[src/rtl/sumador_serie.sv]
// -----------------------------------------------------------------------------
// sumador_serie
//   Multi-cycle serial adder/subtractor. A single STEP-bit adder slice and a
//   registered carry are reused over C = WIDTH/STEP clock cycles to add or
//   subtract two WIDTH-bit operands. Operands and results move over
//   valid/ready handshakes.
//
// Ports
//   clk        in   rising-edge clock
//   rst        in   asynchronous active-high reset
//   in_valid   in   operand bundle valid
//   in_ready   out  operands can be accepted (state IDLE)
//   a, b       in   WIDTH-bit operands
//   cin        in   carry-in (add only)
//   sub        in   0: a + b + cin, 1: a - b
//   out_valid  out  result valid (state DONE)
//   out_ready  in   consumer takes the result
//   sum        out  WIDTH-bit result, modulo 2^WIDTH
//   cout       out  carry out of MSB (for subtraction, 1 = no borrow)
//   ovf        out  two's-complement overflow
//   busy       out  high while the slice is iterating (state RUN)
// -----------------------------------------------------------------------------
module sumador_serie #(
  parameter int WIDTH = 8,
  parameter int STEP  = 1
) (
  input  logic             clk,
  input  logic             rst,
  input  logic             in_valid,
  output logic             in_ready,
  input  logic [WIDTH-1:0] a,
  input  logic [WIDTH-1:0] b,
  input  logic             cin,
  input  logic             sub,
  output logic             out_valid,
  input  logic             out_ready,
  output logic [WIDTH-1:0] sum,
  output logic             cout,
  output logic             ovf,
  output logic             busy
);

  localparam bit BAD_PARAMS = (WIDTH < 2) || (STEP < 1) ||
                              ((STEP >= 1) && ((WIDTH % STEP) != 0));
  localparam int C  = (STEP >= 1) ? (WIDTH / STEP) : 1;
  localparam int CW = (C > 1) ? $clog2(C) : 1;

  generate
    if (BAD_PARAMS) begin : g_bad_params
      $error("sumador_serie: WIDTH must be >= 2 and STEP must be >= 1 and divide WIDTH");
    end
  endgenerate

  typedef enum logic [1:0] {
    S_IDLE = 2'd0,
    S_RUN  = 2'd1,
    S_DONE = 2'd2
  } state_t;

  state_t           r_state;
  logic [WIDTH-1:0] r_a;
  logic [WIDTH-1:0] r_b;
  logic [WIDTH-1:0] r_res;
  logic             r_carry;
  logic [CW-1:0]    r_cnt;
  logic [WIDTH-1:0] r_sum;
  logic             r_cout;
  logic             r_ovf;
  logic             r_out_valid;

  logic [STEP:0]    w_slice;
  logic [WIDTH-1:0] w_res_next;
  logic             w_c_into_msb;
  logic             w_last;

  // One STEP-bit slice of the adder; bit STEP is the carry out of the chunk.
  assign w_slice = {1'b0, r_a[STEP-1:0]} + {1'b0, r_b[STEP-1:0]} +
                   {{STEP{1'b0}}, r_carry};

  // Partial sum enters at the top; everything moves down by one chunk.
  assign w_res_next = WIDTH'({w_slice[STEP-1:0], r_res} >> STEP);

  // Carry into the top bit of the slice, recovered from the sum bit of that
  // position. Only meaningful on the last chunk, where that bit is the MSB.
  assign w_c_into_msb = r_a[STEP-1] ^ r_b[STEP-1] ^ w_slice[STEP-1];

  assign w_last = (r_cnt == CW'(C - 1));

  always_ff @(posedge clk or posedge rst) begin
    if (rst) begin
      r_state     <= S_IDLE;
      r_a         <= '0;
      r_b         <= '0;
      r_res       <= '0;
      r_carry     <= 1'b0;
      r_cnt       <= '0;
      r_sum       <= '0;
      r_cout      <= 1'b0;
      r_ovf       <= 1'b0;
      r_out_valid <= 1'b0;
    end else begin
      case (r_state)
        S_IDLE: begin
          if (in_valid) begin
            // Subtraction is a + ~b + 1, so the +1 rides in on the carry.
            r_a     <= a;
            r_b     <= sub ? ~b : b;
            r_carry <= sub ? 1'b1 : cin;
            r_cnt   <= '0;
            r_res   <= '0;
            r_state <= S_RUN;
          end
        end
        S_RUN: begin
          r_a     <= r_a >> STEP;
          r_b     <= r_b >> STEP;
          r_res   <= w_res_next;
          r_carry <= w_slice[STEP];
          r_cnt   <= r_cnt + 1'b1;
          if (w_last) begin
            r_sum       <= w_res_next;
            r_cout      <= w_slice[STEP];
            r_ovf       <= w_c_into_msb ^ w_slice[STEP];
            r_out_valid <= 1'b1;
            r_state     <= S_DONE;
          end
        end
        S_DONE: begin
          if (out_ready) begin
            r_out_valid <= 1'b0;
            r_state     <= S_IDLE;
          end
        end
        default: begin
          r_out_valid <= 1'b0;
          r_state     <= S_IDLE;
        end
      endcase
    end
  end

  assign in_ready  = (r_state == S_IDLE);
  assign busy      = (r_state == S_RUN);
  assign out_valid = r_out_valid;
  assign sum       = r_sum;
  assign cout      = r_cout;
  assign ovf       = r_ovf;

endmodule

[config.mk]
export PLATFORM = sky130hd
export DESIGN_NAME = sumador_serie
export DESIGN_NICKNAME = d
export VERILOG_FILES = /design/src/rtl/sumador_serie.sv
export SDC_FILE = /design/constraint.sdc
export NUM_CORES = 1
export LEC_CHECK = 0
export BUFFER_PORTS_ARGS = -buffer_cell sky130_fd_sc_hd__buf_2
export CAP_MARGIN = 20
export CORE_ASPECT_RATIO = 0.7
export CORE_MARGIN = 4
export CORE_UTILIZATION = 45
export CTS_BUF_LIST = sky130_fd_sc_hd__clkbuf_8
export CTS_CLUSTER_SIZE = 14
export DETAILED_ROUTE_END_ITERATION = 12
export PLACE_DENSITY = 0.78
export REMOVE_ABC_BUFFERS = 1
export SYNTH_ARGS = -nofsm -noshare
export SYNTH_HDL_FRONTEND = slang
export SYNTH_SLANG_ARGS = --single-unit
[constraint.sdc]
create_clock -name clk -period 1.5 [get_ports clk]
set_input_delay 0 -clock clk [delete_from_list [all_inputs] [get_ports clk]]
set_output_delay 0 -clock clk [all_outputs]
set_load 0.05 [all_outputs]
# Word level (Yosys, flattened, before mapping)
# Cells that the tools add are included.
[classes] bitwise_logic=5 n_addsub=3 reduce_logical=6 n_mux=19 eq_ne=6
[ops] op="$pmux W8 S2" n=3
[ops] op="$mux W8" n=4
[ops] op="$not A8 Y8" n=1
[ops] op="$mux W2" n=3
[ops] op="$pmux W2 S3" n=1
[ops] op="$pmux W3 S2" n=1
[ops] op="$reduce_and A3 Y1" n=2
[ops] op="$mux W1" n=4
[ops] op="$ne A2 B2 Y1 const B" n=2
[ops] op="$reduce_and A2 Y1" n=2
[ops] op="$add A3 B1 Y3 const B" n=1
[ops] op="$eq A3 B3 Y1 const B" n=1
[ops] op="$mux W3" n=1
[ops] op="$pmux W1 S3" n=1
[ops] op="$xor A1 B1 Y1" n=3
[ops] op="$add A1 B1 Y2" n=1
[ops] op="$add A2 B1 Y2" n=1
[ops] op="$eq A2 B1 Y1 const B" n=1
[ops] op="$eq A2 B2 Y1 const B" n=1
[ops] op="$logic_not A2 Y1" n=1
[ops] op="$ne A2 B1 Y1 const B" n=1
[ops] op="$pmux W1 S2" n=1
[ops] op="$reduce_bool A2 Y1" n=1
[ops] op="$not A1 Y1" n=1
[word_totals] reg_bits=41 out_inout_bits=13 inputBits=22 wordCells=49

# Depth between registers and ports, before layout
# Gate-level depths: netlist of run 1.
[depth] word_depth=4 ltp_mapped=6 mapped_depth_nobuf=5

# Worst setup path before layout of run 1
# No wires, ideal clock.
[synth_path] path_type="register to register" startpoint="register r_a[0]" endpoint="register r_ovf (netlist: ovf)" period_less_slack_ps=1453 setup_ps=127 path_stages_with_launch=6 t_arrival_ps=1326 path_slack_ps=47 t_required_ps=1373 path_buffers=0 path_cell_list="dfrtp_1 > inv_1 > fa_1 > xnor2_1 > xnor2_1 > o21ai_0"
[synth_via] elab_chain_len=4 word_cells_on_any_way=5 cone_classes="add/sub (2); bitwise (3)"
[synth_lines] element="start, declared" line="61" text="logic [WIDTH-1:0] r_a;"
[synth_lines] element="start signal, assigned" line="115" text="r_a <= r_a >> STEP;"
[synth_lines] element="$add A1 B1 Y2" line="77" text="assign w_slice = {1'b0, r_a[STEP-1:0]} + {1'b0, r_b[STEP-1:0]} +"
[synth_lines] element="$add A2 B1 Y2" line="77"
[synth_lines] element="$xor A1 B1 Y1" line="85" text="assign w_c_into_msb = r_a[STEP-1] ^ r_b[STEP-1] ^ w_slice[STEP-1];"
[synth_lines] element="$xor A1 B1 Y1 (*)" line="123" text="r_ovf <= w_c_into_msb ^ w_slice[STEP];"
[synth_lines] element="end signal, assigned" line="123"
[synth_lines] element="end, declared" line="68" text="logic r_ovf;"
# Every way passes the cells marked *; elsewhere a longest branch is shown, timed or not.
# A chain may end at the register's enable or synchronous reset.

# Worst setup path in the final report of run 1
[layout_path] startpoint="register r_carry" endpoint="register r_ovf (netlist: ovf)"
[layout_via] elab_chain_len=3
[layout_lines] element="start, declared" line="64" text="logic r_carry;"
[layout_lines] element="start signal, assigned" line="108" text="r_carry <= sub ? 1'b1 : cin;"
[layout_lines] element="start signal, assigned" line="118" text="r_carry <= w_slice[STEP];"
[layout_lines] element="$add A2 B1 Y2 (*)" line="77"
[layout_lines] element="$xor A1 B1 Y1" line="85"
[layout_lines] element="$xor A1 B1 Y1 (*)" line="123"
# Marked as above.

==> metrics, run 1 <==
via count 1,479; worst slack at placement 0.0164 ns; CP Launch Type flop; leakage 1.16 nW; post-synthesis simple-gate area fraction 10.4%; GPL Wtd Cong 0.799; Reg2Reg Depth 5; Die Height 62.8 um; HP Start a[4]; Crit Path Class reg2reg; DR top layer met4; Detail Placement HPWL 2710 um; layout cell share with drive strength beyond 1 29.8%; crit-path max FO 3; Worst-Skew Late Latency 0.30 ns; WHS Endpoint r_a[4]; CP arrival 1.65 ns; Remaining DRCs 0; H-tree levels 2; Post-Layout Cell Count 277; Clock Path Buffers 2; Synth Instances 178; root buf cell clkbuf_8; Avg Synthesized Cell Area 10.8 um^2; Final Hold Violating Endpoints 0; n_diodes 0; most frequent cells in the layout dfrtp_1 (39), buf_2 (33), o21ai_0 (19); Starting Density 48.0%; Top FF cell, synth dfrtp_1; Post-synth EDFFs 0; Post-Synth XOR/XNOR Area 5.00%; setup TNS 0 ns; min cycle time layout 1.46 ns; Final Slew Violations 0; fmax 0.687 GHz; metal2 WL 1680 um; DRT iter0 DRCs 100; # setup viols final 0; Synth Area in Compound Gates 20.0%; placed cells 263; crit share post-route 97.0%; synthesized cell area 1930 um^2; final WL 4010 um; Synth cell types 30; Total Nets Final 249; Area Overhead vs Synth 21.3%; mux cell area share after synthesis 5.00%; die footprint 5410 um^2; Post-CTS Setup Bufs 0; RSZ-0062 raised after global routing yes; worst reg2reg endpoint ovf; worst vdd ir 0.00113 V; setup ws final 0.0444 ns; vias in the first global route 1,461; commonest non-fill, non-tap cell in the layout dfrtp_1; setup slack on the worst flop-to-flop path 0.04 ns; pwr/cell area 2030 nW/um^2; number of port buffers 34; clock slew at reported path FFs 0.08 ns; pin count of the biggest net entering global routing 41; critical path startpoint r_carry; initial antenna violation count 0; crit end category flop; adder-cell share of the synthesized area 2.34%; Total GRT Usage 16.7%; CP required 1.69 ns; wire length of the first global-routing pass 7090 um; warnings from Yosys 0; Worst Hold Depth 3; async set or reset register ratio after synthesis 100%; Util after Layout 58.2%; # rows 19; CTS buffer count 5; drt first pass iters 4; Tightest Pin Transition 0.516 ns; CTS tree built; Seq cells post-synth 40; met3 routed WL 269 um; total core area 4020 um^2; total congestion overflow 0; DRT met1 WL 2010 um; register area share after synthesis 51.9%; outcome finished clean; min-delay worst type in2reg; routed wire length per instance 14.5 um; Die X 86.2 um; largest family of logic cells by synthesized area compound AO/OA/AOI/OAI gates; I/O pin count 35; Worst Skew 0.00884 ns; via/cell ratio 5.34; antenna-violating nets left 0; Max-cap violations 0; clk sink count 40; R2R Path Start r_carry; relative slew slack 65.6%
report_power, final:
part / internal, mW / leakage (nW) / switching [mW]
Combinational: 0.872 / 0.590 / 1.31
Clock: 0.367 / 0.0486 / 0.389
Sequential: 1.52 / 0.517 / 0.300
Total: 2.76 / 1.16 / 2.00
cell families (layout without fill, tap and decap cells):
group,Yosys count,in the layout
adders and majority gates,3,3
AOI/OAI and AO/OA,62,62
DFF,40,40
and+or+nand+nor,35,35
xor gates and xnor gates,11,11
buffers and inverters,19,66
muxes,8,8
per-stage QoR:
stage	hold WS [ns]	power (mW)	instance area (um^2)
floorplan	0.153	3.34	1850
global placement	0.146	3.90	2170
detailed placement	0.152	3.97	2170
CTS	0.00519	4.78	2330
global route	0.0493	5.11	2340
finish	0.0269	4.76	2340
worst max path at each step:
| stage | endpoint | depth (start not counted) |
|---|---|---|
| 2_1_floorplan | r_carry | 4 |
| 3_3_place_gp | ovf | 5 |
| 3_5_place_dp | ovf | 5 |
| 4_1_cts | busy | 3 |
| 5_1_grt | ovf | 5 |
| 6_report | ovf | 5 |
layout make-up:
type | instances | area (um^2)
clock inverters | 2 | 11.3
clock buffers | 6 | 82.6
multi-input cells | 119 | 827
flip-flops and latches | 40 | 1000
fillers | 335 | 1680
well taps | 52 | 65.1
repair buffers | 52 | 323
inverters | 6 | 27.5
what timing repair did:
item / 4_1_cts / 5_1_grt
endpoints found under the hold margin: 45 / 0
setup endpoints to repair: 1 / 7
hold buffers: 6 / 0
resized for setup: 2 / 6
pin swaps: 0 / 3
state kept, by name, indices dropped and copies added (netlist names), 2 cells and up:
signal,flops
r_res,7
r_a,8
r_state,2
r_cnt,3
r_b,8
sum,8
metal layers:
layer,track usage (%),vias up
li1,-,710
met5,0,-
met2,22.3,52
met1,24.4,711
met3,6.06,6
met4,6.03,0
worst max-delay path, stage by stage, from the launching register on:
cell	delay (ns)
dfrtp_1	0.37
inv_2	0.06
fa_1	0.58
xnor2_1	0.14
xnor2_1	0.14
o21ai_1	0.07
cells in the mapped netlist (all sizes together) (3+ instances only):
library cell	number	area share, %
xnor2	3	1.4
buf	11	3.8
mux2	7	4.5
nand2	13	2.5
and2b	5	2.1
o21ai	22	5.7
inv	6	1.2
dfrtp	40	52
xor2	8	3.6
nor2b	8	2.6
nor2	5	0.97
a22o	8	3.6
a22oi	13	5.1
a21oi	15	3.9
Power figures use the tool's default switching activity.
==> run 2: changes to the inputs <==
--- a/config.mk
+++ b/config.mk
@@ -5,6 +5,7 @@
 export SDC_FILE = /design/constraint.sdc
 export NUM_CORES = 1
 export LEC_CHECK = 0
+export ABC_AREA = 1
 export BUFFER_PORTS_ARGS = -buffer_cell sky130_fd_sc_hd__buf_2
 export CAP_MARGIN = 20
 export CORE_ASPECT_RATIO = 0.7
@@ -13,7 +14,8 @@
 export CTS_BUF_LIST = sky130_fd_sc_hd__clkbuf_8
 export CTS_CLUSTER_SIZE = 14
 export DETAILED_ROUTE_END_ITERATION = 12
-export PLACE_DENSITY = 0.78
+export MAX_ROUTING_LAYER = met4
+export PLACE_DENSITY = 0.79
 export REMOVE_ABC_BUFFERS = 1
 export SYNTH_ARGS = -nofsm -noshare
 export SYNTH_HDL_FRONTEND = slang
==> run 2 against run 1 <==
  * The run now ends with setup timing left
  * Hold slack worse by 0.010 ns
  * Flip-flop and latch count stayed put
  * Largest cell class unchanged
  * Power rose by 4.1%
  * Sequential power decreased by 4%
  * Cell count grew 14%
  * Combinational power is 13% higher
  * Clock-buffer cell count did not move
  * Non-clock buffer count up 9
  * Global-route usage increased by 0.47 points
  * Sequential share of layout area decreased by 0.88 points
  * Maximum frequency decreased by 3.8%
==> metrics, run 2 <==
outcome complete, but fails checks; failing checks setup timing; async set or reset register ratio after synthesis 100%; pin count of the biggest net entering global routing 41; Remaining DRCs 0; drt first pass iters 4; routed wire length per instance 12.2 um; largest area contributor in the netlist dfrtp_1; most frequent cells in the layout nand2_1 (76), dfrtp_1 (40), buf_2 (34); min cycle time layout 1.51 ns; fmax 0.661 GHz; via/cell ratio 4.64; number of port buffers 34; CP required 1.69 ns; ranking of synthesized cells by area dfrtp_1 (54%), nand2_1 (16%), o21ai_2 (4.3%); area of the multi-input gates 731 um^2; Hold Slack 0.0167 ns; GPL Wtd Cong 0.852; # setup viols final 1; Tightest Pin Transition 0.500 ns; Detail Placement HPWL 2540 um; Starting Density 46.9%; Post-synth EDFFs 0; crit-path max FO 4; CTS buffer count 5; fillers 361; Avg Synthesized Cell Area 9.07 um^2; setup TNS -0.0130 ns; warnings from Yosys 0; Final Slew Violations 0; pwr/cell area 2080 nW/um^2; I/O pin count 35; Area Overhead vs Synth 29.0%; Crit Path Class reg2reg; Synth cell types 25; Max-cap violations 0; mux cell area share after synthesis 0%; via count 1,471; Worst-Skew Late Latency 0.30 ns; Synth Instances 204; leakage 1.25 nW; Die X 84.6 um; commonest non-fill, non-tap cell in the layout nand2_1; Post-Synth XOR/XNOR Area 3.79%; die footprint 5220 um^2; Seq cells post-synth 40; adder-cell share of the synthesized area 2.44%; Post-Layout Cell Count 317; largest family of logic cells by synthesized area simple AND/OR/NAND/NOR gates; setup ws final -0.0130 ns; CTS tree built; final WL 3860 um; Total Nets Final 289; Top FF cell, synth dfrtp_1; CP arrival 1.70 ns; CP Launch Type flop; overall power 4.95 mW; layout cell share with drive strength beyond 1 29.4%; synth cell count leaders nand2_1 (80), dfrtp_1 (40), inv_1 (17); placed cells 291; DRT iter0 DRCs 121; worst vdd ir 0.00106 V; relative slew slack 66.7%; # rows 19; count leader, synth nand2_1; root buf cell clkbuf_8; Final Hold Violating Endpoints 0; clock slew at reported path FFs 0.08 ns; Worst Skew 0.00763 ns; register area share after synthesis 54.1%; wire length of the first global-routing pass 6530 um; vias in the first global route 1,384; Die Height 61.6 um; crit end category flop; Register Area 1000 um^2; RSZ-0062 raised after global routing yes; crit share post-route 101%; Synth Area in Compound Gates 9.47%; post-synthesis simple-gate area fraction 22.9%; min-delay worst type in2reg; synthesized cell area 1850 um^2; Clock Path Buffers 2; initial antenna violation count 0; total congestion overflow 0; total core area 3950 um^2; H-tree levels 2; Total GRT Usage 17.1%; clk sink count 40; n_diodes 0; antenna-violating nets left 0; Synth top area share 54.1%
[run 2: cell type report]
| cell class | count | share of cell area (%) |
|---|---|---|
| tap | 52 | 2.73 |
| sequential | 40 | 42.0 |
| inverter | 20 | 3.25 |
| timing repair buffer | 61 | 17.5 |
| clock buffer | 6 | 3.46 |
| multi-input combinational | 136 | 30.6 |
| clock inverter | 2 | 0.420 |
[run 2: critical path, stage by stage (launching register included)]
cell and delay, ns:
dfrtp_1 0.40, inv_2 0.08, fa_2 0.62, nand2_1 0.08, nand2_2 0.07, nand2_2 0.05, nand3_2 0.06, nand2_2 0.05
[run 2: final timing paths]
path	start	endpoint	slack, ns	depth (start not counted)
worst max-delay path	r_a[0]	ovf	-0.01	7
worst min-delay path	in_valid	r_state[0]	0.02	3
worst max register to register	r_a[0]	ovf	-0.01	7
worst min register to register	sum[5]	sum[5]	0.48	2
max in group asynchronous	rst	r_b[6]	0.80	4
min in group asynchronous	rst	sum[1]	0.35	4
[run 2: report_power, final]
group,switching (mW),internal [mW]
logic,1.63,0.831
clock network,0.375,0.367
registers,0.223,1.52
total,2.23,2.72
[run 2: kinds of logic (layout without fill, tap and decap cells)]
group,count (synthesis),count (layout)
xor gates and xnor gates,8,8
and+or+nand+nor,101,101
DFF,40,40
adders and majority gates,3,3
AOI/OAI and AO/OA,24,24
buffers and inverters,28,89
[run 2: through the flow]
stage	utilization [%]	cell area (um^2)	worst slack, ns
3_3_place_gp	53.1	2090	0.103
6_report	60.4	2380	-0.0130
2_1_floorplan	-	1790	-0.325
4_1_cts	60.1	2370	0.0217
5_1_grt	60.4	2380	-0.110
3_5_place_dp	53.1	2090	0.00618
[run 2: what timing repair did]
item                                    4_1_cts  5_1_grt
gates cloned                                  0        0
endpoints found under the setup margin        1        1
endpoints found under the hold margin        57        0
hold buffers                                 18        0
resized for setup                             3        6
setup buffers                                 0        0
pin swaps                                     1        5
[run 2: metal layers]
layer	global-route usage, %	vias to the layer above	routed length, um
li1	-	766	-
met3	5.75	6	170
met2	27.4	28	1810
met1	20.6	671	1810
met4	6.09	0	65
met5	-	-	0
==> run 3: changes to the inputs <==
--- a/config.mk
+++ b/config.mk
@@ -10,12 +10,12 @@
 export CAP_MARGIN = 20
 export CORE_ASPECT_RATIO = 0.7
 export CORE_MARGIN = 4
-export CORE_UTILIZATION = 45
+export CORE_UTILIZATION = 50
 export CTS_BUF_LIST = sky130_fd_sc_hd__clkbuf_8
 export CTS_CLUSTER_SIZE = 14
 export DETAILED_ROUTE_END_ITERATION = 12
 export MAX_ROUTING_LAYER = met4
-export PLACE_DENSITY = 0.79
+export PLACE_DENSITY = 0.7
 export REMOVE_ABC_BUFFERS = 1
 export SYNTH_ARGS = -nofsm -noshare
 export SYNTH_HDL_FRONTEND = slang
==> constraint.sdc (replaced) <==
create_clock -name clk -period 1.4 [get_ports clk]
set_input_delay 0 -clock clk [delete_from_list [all_inputs] [get_ports clk]]
set_output_delay 0 -clock clk [all_outputs]
set_load 0.05 [all_outputs]
==> run 3 against run 2 <==
  * The run still ends with setup timing left
  * Flip-flop and latch count stayed put
  * Critical path depth unchanged
  * Register-to-register slack barely moved
  * Clock skew decreased by 0.00059 ns
  * Clock-buffer cell count rose by 1
  * Cell count decreased by 1.3%
  * Sequential share of layout area increased by 0.29 points
  * Worst setup slack improved by 0.0027 ns
  * Sequential power rose by 6%
  * Power rose by 7.2%
  * Global-route usage grew 0.48 points
  * Combinational power up 7%
  * Critical path type unchanged
  * Largest cell class unchanged
  * Largest power group unchanged
==> metrics, run 3 (same netlist as run 2, synthesis figures left out) <==
outcome complete, but fails checks; failing checks setup timing; die footprint 4750 um^2; CP required 1.58 ns; clk sink count 40; Max-cap violations 0; setup ws final -0.0102 ns; sequence of cells on the critical path inv_2 -> fa_2 -> nand2_1 -> nand2_1 -> nand2_1 -> nand3_1 -> nand2_1; fillers 295; Buf/Inv on CP 1; Slowest cell on crit path fa_2; CP max stage delay 0.60 ns; crit end category flop; GPL Wtd Cong 0.772; relative slew slack 67.6%; worst vdd ir 0.00108 V; worst reg2reg endpoint ovf; crit-path max FO 4; worst slack at placement -0.00532 ns; Remaining DRCs 0; Die X 80.7 um; Final Slew Violations 0; gr busiest metal met2; pwr/cell area 2240 nW/um^2; Final Hold Violating Endpoints 0; overall power 5.31 mW; cell count along the critical path 7; RSZ-0062 raised after global routing yes; met3 Use GR 4.59%; number of port buffers 34; vias in the first global route 1,352; Worst Skew 0.00704 ns; total core area 3540 um^2; fmax 0.709 GHz; Clock Path Buffers 2; # setup viols final 1; clock slew at reported path FFs 0.07 ns; Area Overhead vs Synth 28.1%; min cycle time layout 1.41 ns; critical path startpoint r_b[0]; Total GRT Usage 17.6%; R2R Path Start r_b[0]; antenna-violating nets left 0; Die Height 58.9 um; CP most frequent cell nand2_1; n_diodes 0; Worst-Skew Late Latency 0.29 ns; total congestion overflow 0; final WL 3540 um; met1 Usage GRT 23.8%; DRT iter0 DRCs 73; Reg2Reg Depth 7; most frequent cells in the layout nand2_1 (80), dfrtp_1 (40), buf_2 (33); CP delay by family, top adder cells; Total Nets Final 288; crit share post-route 101%; CP arrival 1.59 ns; routed wire length per instance 11.3 um; min-delay worst type in2reg; # rows 18; via count 1,481; Detail Placement HPWL 2470 um; initial antenna violation count 0; commonest non-fill, non-tap cell in the layout nand2_1; CTS buffer count 5; via/cell ratio 4.73; wire length of the first global-routing pass 6090 um; worst setup path endpoint ovf; root buf cell clkbuf_8; layout cell share with drive strength beyond 1 28.5%; I/O pin count 35; setup slack on the worst flop-to-flop path -0.01 ns; CP Launch Type flop; leakage 1.25 nW; Starting Density 52.3%; CTS tree built; Crit Path Class reg2reg; M2 GR Usage 25.8%; pin count of the biggest net entering global routing 41; Tightest Pin Transition 0.487 ns; H-tree levels 2; drt first pass iters 5
run 3: worst min path at each step:
stage                     startpoint  endpoint  cells past startpoint
after floorplan                 a[7]    r_a[7]                      2
after global placement           rst    sum[3]                      3
after detailed placement         rst    sum[3]                      3
after CTS                       b[1]    r_b[1]                      4
after global routing            b[1]    r_b[1]                      4
final                           b[1]    r_b[1]                      4
run 3: layer usage:
layer | part of all wire (%) | vias to the layer above
met5 | 0 | -
met4 | 1.4 | 0
met3 | 4.1 | 8
met2 | 44 | 24
met1 | 50 | 687
li1 | - | 762
run 3: where the power goes:
group / switching (mW) / internal, mW
registers: 0.226 / 1.63
logic: 1.70 / 0.945
clock network: 0.371 / 0.439
total: 2.29 / 3.01
run 3: area by class of cell:
cell class | instances | area, um^2 | share of cell area [%]
tap | 50 | 62.6 | 2.64
inverter | 20 | 77.6 | 3.28
sequential | 40 | 1000 | 42.3
multi-input combinational | 136 | 716 | 30.2
timing repair buffer | 60 | 415 | 17.5
clock buffer | 7 | 96.3 | 4.07
run 3: what timing repair did:
action,in CTS,in global routing
hold endpoints to repair,53,0
hold buffers,14,0
setup endpoints to repair,2,3
pin swaps,3,2
gates resized for setup,3,2
setup buffers,1,0
run 3: tightest hold or removal path: cells and delay by family:
family,cells,cell delay (ns)
AND/OR/NAND/NOR,2,0.12
buffers and inverters,1,0.08
XOR/XNOR,1,0.05
run 3: per-stage QoR:
stage                     setup TNS (ns)  area [um^2]  hold slack, ns  util (%)  std cells
after global placement                 0         2120           0.146      59.9        291
final                            -0.0102         2370         0.00732      67.0        313
after CTS                       -0.00896         2370         0.00431      66.9        313
after global routing              -0.114         2370          0.0262      67.0        313
after floorplan                   -10.14         1790           0.127         -        196
after detailed placement        -0.00532         2120           0.155      59.9        291
